$ cat config.mk
export PLATFORM = sky130hd
export DESIGN_NAME = seq_arbiter
export DESIGN_NICKNAME = d
export VERILOG_FILES = /design/src/rtl/seq_arbiter.sv
export SDC_FILE = /design/constraint.sdc
export NUM_CORES = 1
export LEC_CHECK = 0
export CORE_ASPECT_RATIO = 1.4
export CORE_MARGIN = 2
export CORE_UTILIZATION = 48
export CTS_CLUSTER_SIZE = 24
export DETAILED_ROUTE_END_ITERATION = 8
export PLACE_DENSITY = 0.9
export SLEW_MARGIN = 20
export SYNTH_ARGS = -nofsm -noshare
export SYNTH_HDL_FRONTEND = slang
export SYNTH_SLANG_ARGS = --single-unit
$ cat constraint.sdc
create_clock -name clk -period 2.7 [get_ports clk]
set_clock_uncertainty 0.1 [all_clocks]
set_input_delay 0.54 -clock clk [delete_from_list [all_inputs] [get_ports clk]]
set_output_delay 0.54 -clock clk [all_outputs]
set_load 0.005 [all_outputs]
$ cat src/rtl/seq_arbiter.sv
// Round-robin arbiter granting n requesters access to a shared program sequencer,
// issuing the winner's start address and watching seq_stop for start/completion.
module seq_arbiter #(
  parameter int unsigned n   = 4,
  parameter int unsigned aw  = 5,
  parameter int unsigned tmo = 15
) (
  input  logic            clk,
  input  logic            rst_n,
  input  logic [n-1:0]    req,
  input  logic [n*aw-1:0] addr,
  output logic [n-1:0]    grant,
  output logic [n-1:0]    done,
  output logic            err,
  output logic [aw-1:0]   seq_addr,
  output logic            seq_jump,
  input  logic            seq_stop
);

  localparam int unsigned iw = $clog2(n);

  typedef enum logic [2:0] {StIdle, StIssue, StWait, StRun, StFin} state_e;

  state_e        state_q;
  logic [iw-1:0] last_q;
  logic [iw-1:0] owner_q;
  logic [7:0]    cnt_q;

  logic          win_valid;
  logic [iw-1:0] win_idx;
  logic [iw-1:0] cand;
  logic [aw-1:0] win_addr;

  // Search starts one past the last winner so every requester gets a turn.
  always_comb begin
    win_valid = 1'b0;
    win_idx   = '0;
    cand      = '0;
    for (int i = 1; i <= int'(n); i++) begin
      cand = iw'((int'(last_q) + i) % int'(n));
      if (!win_valid && req[cand]) begin
        win_valid = 1'b1;
        win_idx   = cand;
      end
    end
  end

  always_comb begin
    win_addr = '0;
    for (int k = 0; k < int'(n); k++) begin
      if (iw'(k) == win_idx) win_addr = addr[k*aw +: aw];
    end
  end

  always_ff @(posedge clk or negedge rst_n) begin
    if (!rst_n) begin
      state_q  <= StIdle;
      grant    <= '0;
      done     <= '0;
      err      <= 1'b0;
      seq_jump <= 1'b0;
      seq_addr <= '0;
      last_q   <= iw'(n - 1);
      owner_q  <= '0;
      cnt_q    <= '0;
    end else begin
      seq_jump <= 1'b0;
      done     <= '0;
      err      <= 1'b0;
      case (state_q)
        StIdle: begin
          if (seq_stop && win_valid) begin
            state_q  <= StIssue;
            grant    <= n'(1) << win_idx;
            owner_q  <= win_idx;
            seq_addr <= win_addr;
            seq_jump <= 1'b1;
          end
        end
        StIssue: begin
          state_q <= StWait;
          cnt_q   <= 8'd1;
        end
        StWait: begin
          if (!seq_stop) begin
            state_q <= StRun;
          end else if (cnt_q == 8'(tmo)) begin
            // Sequencer never started: give up and let the next requester in.
            err     <= 1'b1;
            grant   <= '0;
            last_q  <= owner_q;
            cnt_q   <= '0;
            state_q <= StIdle;
          end else begin
            cnt_q <= cnt_q + 8'd1;
          end
        end
        StRun: begin
          if (seq_stop) begin
            state_q <= StFin;
            done    <= grant;
          end
        end
        StFin: begin
          grant   <= '0;
          last_q  <= owner_q;
          state_q <= StIdle;
        end
        default: state_q <= StIdle;
      endcase
    end
  end

endmodule

==> results.json <==
{
  "status": "complete, no violations",
  "fin_crit_ns": 2.364,
  "placed_cell_area_um2": 2048,
  "syn_inst": 161,
  "slew_viol_final": 0,
  "drc": 0,
  "synth_area_leader_cell": "dfrtp_1",
  "synth-compound-area-share_pct": 21.37,
  "vias_per_cell": 5.895,
  "grt_max_degree": 31,
  "synth-xor-area-share_pct": 2.760,
  "cts_setup_buffers": 0,
  "synth_mux_area_share_pct": 4.574,
  "gp_congestion": 0.9255,
  "avgRoutedWirePerCell_um": 16.21,
  "synth-edff-count": 0,
  "crit_family": "simple AND/OR/NAND/NOR gates",
  "drive_gt1_share_pct": 9.615,
  "fin_cells": 247,
  "reg2reg_depth": 4,
  "power_leakage_nw": 0.9346,
  "setup_slack_ns": 0.3358,
  "ir_drop_v": 0.0005444,
  "crit_path_end_kind": "flop",
  "period_share_pct": 87.56,
  "yosys.area_share.simple_pct": 21.29,
  "syn-cell-area_um2": 1587,
  "seq_power_share_pct": 39.9,
  "clk_latency_ns": 0.28,
  "synth_area_leaders": "dfrtp_1, nor2_1, dfstp_2",
  "seq_area_frac_synth_pct": 47.48,
  "cts_max_path_buffers": 2,
  "yosys_register_bits": 30,
  "synthToLayoutAreaGrowth_pct": 35.96,
  "rows": 24,
  "power_switching_mw": 0.6916,
  "ios": 42,
  "synth_top_cell_area_share_pct": 44.16,
  "coreArea_um2": 3123,
  "yosysMostFrequentCell": "dfrtp_1",
  "worst_setup_hold_path_clk_slew_ns": 0.06,
  "cts_tree": "done",
  "cp.arrival_ns": 2.42,
  "p_int_mw": 1.236,
  "start_util_pct": 50.80,
  "syn_nets": 189,
  "crit_buf_inv": 1,
  "synth_ff_type": "dfrtp_1",
  "drt-initial-drc-count": 48,
  "power.density_nw_per_um2": 893.6,
  "nets": 235,
  "synth_top_family_by_area": "compound AO/OA/AOI/OAI gates",
  "numClockSinks": 30,
  "fmax_ghz": 0.4230,
  "setup_violations": 0,
  "endpoint": "seq_addr[2]$_DFFE_PN0P_",
  "holdPathStages": 2,
  "synth.distinct_cells": 41,
  "grt.total_usage_pct": 23.99,
  "grt_setup_unrepaired": "no",
  "worstSetupPathType": "in -> reg",
  "p_sw_share_pct": 35.88,
  "die_area_um2": 3788,
  "clkPwrFrac_pct": 22.7,
  "syn_area_per_cell_um2": 9.854,
  "max_stage_delay_ns": 0.51,
  "tightestPinTransition_ns": 0.5157,
  "die_w_um": 52.59,
  "startpoint_type": "primary input",
  "cp.depth": 6,
  "synth_async_sr_flop_share_pct": 100.0,
  "combPwrFrac_pct": 37.3,
  "cts_buffers": 5,
  "setup_tns_ns": 0,
  "cp_max_fo": 7,
  "placed_cells": 239,
  "hold_class": "reg -> reg",
  "synth_fa_ha_area_share_pct": 0.7886,
  "r2r_setup_slack_ns": 0.56,
  "maxCapViolCount": 0,
  "yosys_warnings": 0,
  "antenna_left": 0,
  "crit_chain": "clkdlybuf4s50_1 > nor2b_1 > o21ai_1 > nand3_1 > mux2i_1 > o211ai_1",
  "dr.pass1.iters": 4,
  "crit_required_ns": 2.75,
  "grt_pass1_vias": 1409,
  "fin_area_um2": 2157,
  "post_cts_resized": 0,
  "grt.overflow.total": 0,
  "final-hold-violation-count": 0,
  "hpwlAfterDp_um": 2904,
  "r2r-end": "last_q[1]$_DFFE_PN1P_",
  "dr_total_vias": 1456,
  "synth_top_cells_by_count": "dfrtp_1, nor2_1, nand2_1, nand3_1, o21ai_0",
  "port_buffers": 41,
  "slew_headroom_pct": 65.62,
  "crit_path_top_delay_cell": "clkdlybuf4s50_1",
  "routed_wl_um": 4003,
  "chipHeight_um": 72.03,
  "h-tree-depth": 2,
  "antenna_cells": 0,
  "antenna_found_initial": 0,
  "clock-root-buffer": "clkbuf_8",
  "pre_cts_ws_ns": 0.05311,
  "cts_hold_buf": 0,
  "reg2reg_from": "cnt_q[5]$_DFFE_PN0P_",
  "grt_pass1_wl_um": 6644,
  "crit_path_start": "req[3]"
}
layout by cell type, fill, tap and decap left out, drive strengths merged, types with 2 or more instances in the layout:
| cell type | instances |
|---|---|
| o21a | 2 |
| a22o | 2 |
| buf | 3 |
| xor2 | 2 |
| nand3 | 9 |
| nor2b | 3 |
| dfrtp | 28 |
| a32oi | 2 |
| inv | 2 |
| nand2b | 4 |
| a21oi | 5 |
| mux2i | 5 |
| nand2 | 12 |
| nor2 | 17 |
| o31ai | 5 |
| nor3 | 2 |
| o211ai | 5 |
| or4 | 3 |
| a21bo | 5 |
| and3 | 5 |
| clkbuf | 5 |
| nand4 | 6 |
| xnor2 | 3 |
| mux2 | 2 |
| o21ai | 12 |
| a21o | 3 |
| clkdlybuf4s50 | 41 |
| dfstp | 2 |
| nand3b | 2 |
| clkinv | 2 |
worst min path at each step:
stage / start / to / slack (ns)
after floorplan: rst_n / cnt_q[0]$_DFFE_PN0P_ / 0.14
after global placement: owner_q[1]$_DFFE_PN0P_ / owner_q[1]$_DFFE_PN0P_ / 0.36
after detailed placement: owner_q[0]$_DFFE_PN0P_ / owner_q[0]$_DFFE_PN0P_ / 0.39
after CTS: seq_addr[1]$_DFFE_PN0P_ / seq_addr[1]$_DFFE_PN0P_ / 0.41
after global routing: owner_q[0]$_DFFE_PN0P_ / last_q[0]$_DFFE_PN1P_ / 0.44
final: seq_addr[1]$_DFFE_PN0P_ / seq_addr[1]$_DFFE_PN0P_ / 0.41
power groups by stage:
| stage | Clock, mW | Combinational (mW) | Sequential [mW] |
|---|---|---|---|
| 2_1_floorplan | 0 | 0.470 | 0.689 |
| 3_3_place_gp | 0 | 0.669 | 0.754 |
| 3_5_place_dp | 0 | 0.705 | 0.766 |
| 4_1_cts | 0.442 | 0.722 | 0.763 |
| 5_1_grt | 0.467 | 0.795 | 0.790 |
| 6_report | 0.438 | 0.719 | 0.770 |
registers in the layout, indices dropped and copies added, names as in the netlist:
signal	count
seq_jump	1
last_q	2
err	1
seq_addr	5
done	4
cnt_q	8
owner_q	2
state_q	3
grant	4
layer usage:
| metal | GRT usage [%] | share of wire (%) | vias up |
|---|---|---|---|
| li1 | - | - | 688 |
| met1 | 29.67 | 37 | 693 |
| met2 | 40.42 | 55 | 67 |
| met3 | 4.321 | 6.5 | 8 |
| met4 | 10.26 | 2.2 | 0 |
| met5 | 0 | 0 | - |
worst register-to-register path, stage by stage (launching register included):
cell and delay, ns:
dfrtp_1 0.40, or4_4 0.55, or4_4 0.47, a21oi_2 0.20, mux2_1 0.35
final cells by class:
cell class	count	area, µm²
fill	242	965.9
clock buffer	5	68.82
inverter	2	7.507
tap	39	48.80
sequential	30	753.2
timing repair buffer	44	432.9
multi-input combinational	124	805.8
clock inverter	3	40.04
metrics by stage:
stage | hold slack [ns] | utilization, % | total power, mW
6_report | 0.4091 | 69.07 | 1.928
4_1_cts | 0.4114 | 69.07 | 1.927
5_1_grt | 0.4375 | 69.07 | 2.052
3_5_place_dp | 0.3918 | 65.58 | 1.471
2_1_floorplan | 0.1444 | - | 1.159
3_3_place_gp | 0.3617 | 65.58 | 1.423
cell families after synthesis:
| group | after synthesis |
|---|---|
| AOI/OAI and AO/OA | 46 |
| DFF | 30 |
| buffers and inverters | 7 |
| adders and majority gates | 1 |
| and+or+nand+nor | 65 |
| muxes | 7 |
| xor gates and xnor gates | 5 |
Power figures use the tool's default switching activity.
